==> config.mk <==
export PLATFORM = sky130hd
export DESIGN_NAME = asrv32_dmem_arbiter
export DESIGN_NICKNAME = d
export VERILOG_FILES = /design/src/rtl/asrv32_dmem_arbiter.sv
export SDC_FILE = /design/constraint.sdc
export NUM_CORES = 1
export LEC_CHECK = 0
export CAP_MARGIN = 20
export CELL_PAD_IN_SITES_DETAIL_PLACEMENT = 1
export CELL_PAD_IN_SITES_GLOBAL_PLACEMENT = 1
export CORE_MARGIN = 2
export CORE_UTILIZATION = 31
export DETAILED_ROUTE_END_ITERATION = 6
export PLACE_DENSITY_LB_ADDON = 0.05
export SETUP_SLACK_MARGIN = 0.2
export SLEW_MARGIN = 25
export SYNTH_ARGS = -nofsm -noshare
export SYNTH_HDL_FRONTEND = slang
export SYNTH_SLANG_ARGS = --single-unit
==> constraint.sdc <==
create_clock -name i_clk -period 2.95 [get_ports i_clk]
set_input_delay 0.4425 -clock i_clk [delete_from_list [all_inputs] [get_ports i_clk]]
set_output_delay 0.4425 -clock i_clk [all_outputs]
set_load 0.01 [all_outputs]
==> src/rtl/asrv32_dmem_arbiter.sv <==
`default_nettype none
// ============================================================================
//  Module      : asrv32_dmem_arbiter
//  Description : Two-master arbiter for the single data-memory port. The core
//                memory-access stage and an auxiliary master (debug/DMA)
//                compete. One winner is latched per transaction. The arbiter
//                drives one memory access and returns rdata/ack (or an error
//                on timeout) to the winner.
//  Revision    : 1.0 - initial release
// ============================================================================
module asrv32_dmem_arbiter #(
    parameter int unsigned ADDR_WIDTH     = 32,
    parameter int unsigned TIMEOUT_CYCLES = 255,
    parameter int unsigned CORE_PRIORITY  = 0
) (
    input  logic                  i_clk,
    input  logic                  i_rst_n,
    // core requester
    input  logic                  i_core_req,
    input  logic                  i_core_we,
    input  logic [ADDR_WIDTH-1:0] i_core_addr,
    input  logic [31:0]           i_core_wdata,
    input  logic [3:0]            i_core_wmask,
    output logic [31:0]           o_core_rdata,
    output logic                  o_core_ack,
    output logic                  o_core_err,
    output logic                  o_core_stall,
    // auxiliary requester
    input  logic                  i_aux_req,
    input  logic                  i_aux_we,
    input  logic [ADDR_WIDTH-1:0] i_aux_addr,
    input  logic [31:0]           i_aux_wdata,
    input  logic [3:0]            i_aux_wmask,
    output logic [31:0]           o_aux_rdata,
    output logic                  o_aux_ack,
    output logic                  o_aux_err,
    // data memory
    output logic                  o_mem_req,
    output logic                  o_mem_we,
    output logic [ADDR_WIDTH-1:0] o_mem_addr,
    output logic [31:0]           o_mem_wdata,
    output logic [3:0]            o_mem_wmask,
    input  logic                  i_mem_ack,
    input  logic [31:0]           i_mem_rdata
);

    typedef enum logic [1:0] {
        ST_IDLE   = 2'd0,
        ST_ACCESS = 2'd1,
        ST_RESP   = 2'd2
    } state_t;

    // Owner encoding used by r_owner / r_last_owner
    localparam logic       c_OWN_CORE   = 1'b0;
    localparam logic       c_OWN_AUX    = 1'b1;
    localparam logic       c_CORE_PRI   = (CORE_PRIORITY != 0);
    localparam logic       c_TIMEOUT_EN = (TIMEOUT_CYCLES != 0);
    localparam logic [7:0] c_TIMEOUT    = 8'(TIMEOUT_CYCLES);

    state_t                r_state;
    state_t                w_state_nxt;

    logic                  r_owner,        w_owner_nxt;
    logic                  r_last_owner,   w_last_owner_nxt;
    logic [7:0]            r_cnt,          w_cnt_nxt;

    logic                  r_mem_req,      w_mem_req_nxt;
    logic                  r_mem_we,       w_mem_we_nxt;
    logic [ADDR_WIDTH-1:0] r_mem_addr,     w_mem_addr_nxt;
    logic [31:0]           r_mem_wdata,    w_mem_wdata_nxt;
    logic [3:0]            r_mem_wmask,    w_mem_wmask_nxt;

    logic                  r_core_ack,     w_core_ack_nxt;
    logic                  r_core_err,     w_core_err_nxt;
    logic [31:0]           r_core_rdata,   w_core_rdata_nxt;
    logic                  r_aux_ack,      w_aux_ack_nxt;
    logic                  r_aux_err,      w_aux_err_nxt;
    logic [31:0]           r_aux_rdata,    w_aux_rdata_nxt;

    logic                  w_grant_aux;
    logic [7:0]            w_cnt_inc;
    logic                  w_timeout;

    // On a tie the aux wins only in round-robin mode, and only when the core was served last.
    assign w_grant_aux = i_aux_req & (~i_core_req | (~c_CORE_PRI & (r_last_owner == c_OWN_CORE)));

    assign w_cnt_inc   = r_cnt + 8'd1;
    assign w_timeout   = c_TIMEOUT_EN & (w_cnt_inc == c_TIMEOUT);

    // State register
    always_ff @(posedge i_clk or negedge i_rst_n) begin
        if (!i_rst_n) begin
            r_state <= ST_IDLE;
        end else begin
            r_state <= w_state_nxt;
        end
    end

    // Next-state and next-output computation for every registered signal
    always_comb begin
        w_state_nxt      = r_state;
        w_owner_nxt      = r_owner;
        w_last_owner_nxt = r_last_owner;
        w_cnt_nxt        = r_cnt;
        w_mem_req_nxt    = r_mem_req;
        w_mem_we_nxt     = r_mem_we;
        w_mem_addr_nxt   = r_mem_addr;
        w_mem_wdata_nxt  = r_mem_wdata;
        w_mem_wmask_nxt  = r_mem_wmask;
        w_core_ack_nxt   = 1'b0;
        w_core_err_nxt   = 1'b0;
        w_core_rdata_nxt = r_core_rdata;
        w_aux_ack_nxt    = 1'b0;
        w_aux_err_nxt    = 1'b0;
        w_aux_rdata_nxt  = r_aux_rdata;

        case (r_state)
            ST_IDLE: begin
                if (i_core_req | i_aux_req) begin
                    w_owner_nxt   = w_grant_aux ? c_OWN_AUX : c_OWN_CORE;
                    w_mem_req_nxt = 1'b1;
                    w_cnt_nxt     = 8'd0;
                    w_state_nxt   = ST_ACCESS;
                    if (w_grant_aux) begin
                        w_mem_we_nxt    = i_aux_we;
                        w_mem_addr_nxt  = i_aux_addr;
                        w_mem_wdata_nxt = i_aux_wdata;
                        w_mem_wmask_nxt = i_aux_we ? i_aux_wmask : 4'b0000;
                    end else begin
                        w_mem_we_nxt    = i_core_we;
                        w_mem_addr_nxt  = i_core_addr;
                        w_mem_wdata_nxt = i_core_wdata;
                        w_mem_wmask_nxt = i_core_we ? i_core_wmask : 4'b0000;
                    end
                end
            end

            ST_ACCESS: begin
                if (i_mem_ack || w_timeout) begin
                    // Completion (normal or timed out): release the memory port, answer the owner.
                    w_mem_req_nxt   = 1'b0;
                    w_mem_we_nxt    = 1'b0;
                    w_mem_addr_nxt  = '0;
                    w_mem_wdata_nxt = 32'd0;
                    w_mem_wmask_nxt = 4'b0000;
                    w_state_nxt     = ST_RESP;
                    if (r_owner == c_OWN_AUX) begin
                        w_aux_ack_nxt   = 1'b1;
                        w_aux_err_nxt   = ~i_mem_ack;
                        w_aux_rdata_nxt = i_mem_ack ? i_mem_rdata : 32'd0;
                    end else begin
                        w_core_ack_nxt   = 1'b1;
                        w_core_err_nxt   = ~i_mem_ack;
                        w_core_rdata_nxt = i_mem_ack ? i_mem_rdata : 32'd0;
                    end
                    // Only a successful completion moves the round-robin pointer.
                    if (i_mem_ack) begin
                        w_last_owner_nxt = r_owner;
                    end
                end else begin
                    w_cnt_nxt = w_cnt_inc;
                end
            end

            ST_RESP: begin
                w_state_nxt = ST_IDLE;
            end

            default: begin
                w_state_nxt = ST_IDLE;
            end
        endcase
    end

    // Datapath and output registers
    always_ff @(posedge i_clk or negedge i_rst_n) begin
        if (!i_rst_n) begin
            r_owner      <= c_OWN_CORE;
            r_last_owner <= c_OWN_AUX;
            r_cnt        <= 8'd0;
            r_mem_req    <= 1'b0;
            r_mem_we     <= 1'b0;
            r_mem_addr   <= '0;
            r_mem_wdata  <= 32'd0;
            r_mem_wmask  <= 4'b0000;
            r_core_ack   <= 1'b0;
            r_core_err   <= 1'b0;
            r_core_rdata <= 32'd0;
            r_aux_ack    <= 1'b0;
            r_aux_err    <= 1'b0;
            r_aux_rdata  <= 32'd0;
        end else begin
            r_owner      <= w_owner_nxt;
            r_last_owner <= w_last_owner_nxt;
            r_cnt        <= w_cnt_nxt;
            r_mem_req    <= w_mem_req_nxt;
            r_mem_we     <= w_mem_we_nxt;
            r_mem_addr   <= w_mem_addr_nxt;
            r_mem_wdata  <= w_mem_wdata_nxt;
            r_mem_wmask  <= w_mem_wmask_nxt;
            r_core_ack   <= w_core_ack_nxt;
            r_core_err   <= w_core_err_nxt;
            r_core_rdata <= w_core_rdata_nxt;
            r_aux_ack    <= w_aux_ack_nxt;
            r_aux_err    <= w_aux_err_nxt;
            r_aux_rdata  <= w_aux_rdata_nxt;
        end
    end

    assign o_mem_req    = r_mem_req;
    assign o_mem_we     = r_mem_we;
    assign o_mem_addr   = r_mem_addr;
    assign o_mem_wdata  = r_mem_wdata;
    assign o_mem_wmask  = r_mem_wmask;
    assign o_core_ack   = r_core_ack;
    assign o_core_err   = r_core_err;
    assign o_core_rdata = r_core_rdata;
    assign o_aux_ack    = r_aux_ack;
    assign o_aux_err    = r_aux_err;
    assign o_aux_rdata  = r_aux_rdata;

    // The core pipeline stalls combinationally until its acknowledge shows up.
    assign o_core_stall = i_core_req & ~r_core_ack;

endmodule
`default_nettype wire

==> flow_metrics.env <==
export IMPL_run_status="finished, final reports clean"
export IMPL_ff_latch_area_mm2=0.00375
export IMPL_ios=314
export IMPL_gp_congestion=0.842
export IMPL_first_global_vias=6010
export IMPL_yosys_warnings=0
export IMPL_clk_latency_ps=430
export IMPL_wire_per_inst_um=20.7
export IMPL_layout_commonest_cell="clkdlybuf4s50_1"
export IMPL_crit_arrival_ps=2680
export IMPL_hold_ws_ps=2.97
export IMPL_grt_total_usage=0.204
export IMPL_maxCapViolCount=0
export IMPL_endpoint_kind="flip-flop"
export IMPL_grt_max_degree=75
export IMPL_yosysSeqAreaShare=0.594
export IMPL_final_cell_mix="clkdlybuf4s50_1, dfrtp_1, o2bb2ai_1, mux2i_1, a32o_1"
export IMPL_cts_buffer_depth=2
export IMPL_clock_skew_ps=10.2
export IMPL_vias=5452
export IMPL_place_area_mm2=0.00978
export IMPL_grt_pass1_wl_mm=34.2
export IMPL_clock_sinks=150
export IMPL_reg2reg_slack_ps=590
export IMPL_drv_slew=0
export IMPL_synth_main_ff_cell="dfrtp_1"
export IMPL_cts_inserted_buffers=17
export IMPL_cp_max_fo=54
export IMPL_clk_pin_slew_ps=60
export IMPL_rows=52
export IMPL_p_leak_uw=0.00431
export IMPL_grt_overflow=0
export IMPL_first_pass_iters=4
export IMPL_synthesis_nets=654
export IMPL_syn_to_final_growth_pct=63.9
export IMPL_viasPerCell=5.13
export IMPL_crit_type="reg -> reg"
export IMPL_placed_cells=1028
export IMPL_cts_tree="yes"
export IMPL_dpl_hpwl_mm=15.7
export IMPL_cts_resized=0
export IMPL_fill_cells=2032
export IMPL_h_tree_depth=4
export IMPL_ys_types=34
export IMPL_totalWireLength_mm=21.9
export IMPL_initial_core_util=0.314
export IMPL_postCtsSetupBuffers=0
export IMPL_synth_cell_area_mm2=0.00632
export IMPL_route_detailed_drc=0
export IMPL_worstMarginPinSlew_ps=734
export IMPL_nets=954
export IMPL_core_mm2=0.0201
export IMPL_die_area_mm2=0.0216
export IMPL_rsz0062_at_grt="false"
export IMPL_fin_cells=1062
export IMPL_period_share=0.801
export IMPL_p_per_area_mw_per_mm2=944
export IMPL_stdcell_area_mm2=0.0104
export IMPL_die_h_um=147
export IMPL_tns_ps=0
export IMPL_first_iter_violations=194
export IMPL_die_x_um=147
export IMPL_multi_input_area_mm2=0.00239
export IMPL_synth_area_per_cell_um2=13.3
export IMPL_hold_buffers=0
export IMPL_slew_limit_headroom=0.511
export IMPL_ant_nets=0
export IMPL_drive_gt1_frac=0.0722
export IMPL_fmax_mhz=423
export IMPL_reg2reg_depth=7
export IMPL_hp_class="in -> async"
export IMPL_synth_edf_count=0
export IMPL_io_buffers=313
export IMPL_fin_crit_ps=2360
export IMPL_syn_inst=477
export IMPL_ys_ff_latch=150
export IMPL_critPathLaunchType="flip-flop"
export IMPL_async_flop_share=1.00
export IMPL_finalSetupViolCount=0
export IMPL_critPathRequiredTime_ps=3260
export IMPL_antenna_found_initial=1
export IMPL_ir_drop_v=0.000418
export IMPL_finalHoldViolCount=0
export IMPL_root_buffer="clkbuf_16"
## layout make-up
cell class                      count  area share
Clock buffer                       22      0.0477
Multi-Input combinational cell    275       0.231
Clock inverter                     10     0.00809
Tap cell                          270      0.0326
Inverter                            5     0.00181
Sequential cell                   150       0.362
Antenna cell                        2    0.000483
Timing Repair Buffer              328       0.316
## report_power, final
part,leakage (uW),internal (uW),switching [uW]
combinational,0.00211,2340,1930
clock,0.000277,1210,904
sequential,0.00192,2900,506
total,0.00431,6440,3340
## synth_stat cells (all sizes together), types with 2 or more instances
cell type	number	area (um^2)
dfrtp	149	3730
o2bb2ai	69	604
mux2i	65	651
a32o	64	641
clkbuf	33	124
buf	14	63.8
nand2	13	48.8
nor2	13	48.8
inv	5	18.8
nand2b	5	31.3
nor3	5	25.0
a211o	4	35.0
a31oi	4	25.0
and2	4	25.0
nand3	4	20.0
o21ai	3	15.0
a21o	2	15.0
a21oi	2	10.0
and3	2	12.5
ha	2	25.0
nor2b	2	12.5
nor4	2	12.5
o31ai	2	33.8
## worst max-delay path, stage by stage (launching register included)
cell and delay, ps:
dfrtp_1 420, ha_1 260, nand2b_1 170, a211o_1 330
o31ai_4 280, nand2_2 280, buf_12 290, a21bo_1 210
## metal layers
metal	vias up	wire length [um]	global-route usage
li1	2464	-	-
met1	2749	8440	0.231
met2	210	11200	0.352
met3	29	1710	0.0696
met4	0	555	0.0845
met5	-	0	0
## state kept, by name, summed over array words and instances, names as in the netlist
name,flops
r_cnt,8
o_aux_err,1
o_mem_wmask,4
o_mem_addr,32
o_core_rdata,32
o_core_ack,1
o_core_err,1
o_mem_req,1
o_mem_wdata,32
r_state,2
o_mem_we,1
o_aux_ack,1
o_aux_rdata,32
r_owner,1
r_last_owner,1
## final timing paths
path	from	to
max in group asynchronous	i_rst_n	r_state[1]
min in group i_clk	i_mem_ack	o_aux_err
setup / recovery	r_cnt[0]	o_mem_req
hold / removal	i_rst_n	o_core_rdata[23]
hold reg to reg	o_mem_wmask[0]	o_mem_wmask[0]
setup reg to reg	r_cnt[0]	o_mem_req
## cell families (layout without fill, tap and decap cells)
logic type	count (synthesis)	after routing	share of synthesized area
buffers and inverters	52	365	0.0327
AO/OA/AOI/OAI	154	154	0.224
adder cells (fa/ha/maj)	2	2	0.00396
XOR/XNOR	2	2	0.00277
AND/OR/NAND/NOR	51	51	0.0384
multiplexers	66	66	0.105
flip-flops	150	150	0.594
other	0	2	0
## stage by stage
stage          setup slack (ps)  total power, uW   util
4_1_cts                     569             9920  0.515
3_3_place_gp                629             7640  0.486
6_report                    586             9780  0.515
3_5_place_dp                575             7750  0.486
2_1_floorplan               908             5190      -
5_1_grt                     454            10400  0.515
(Power assumes the default switching activity.)
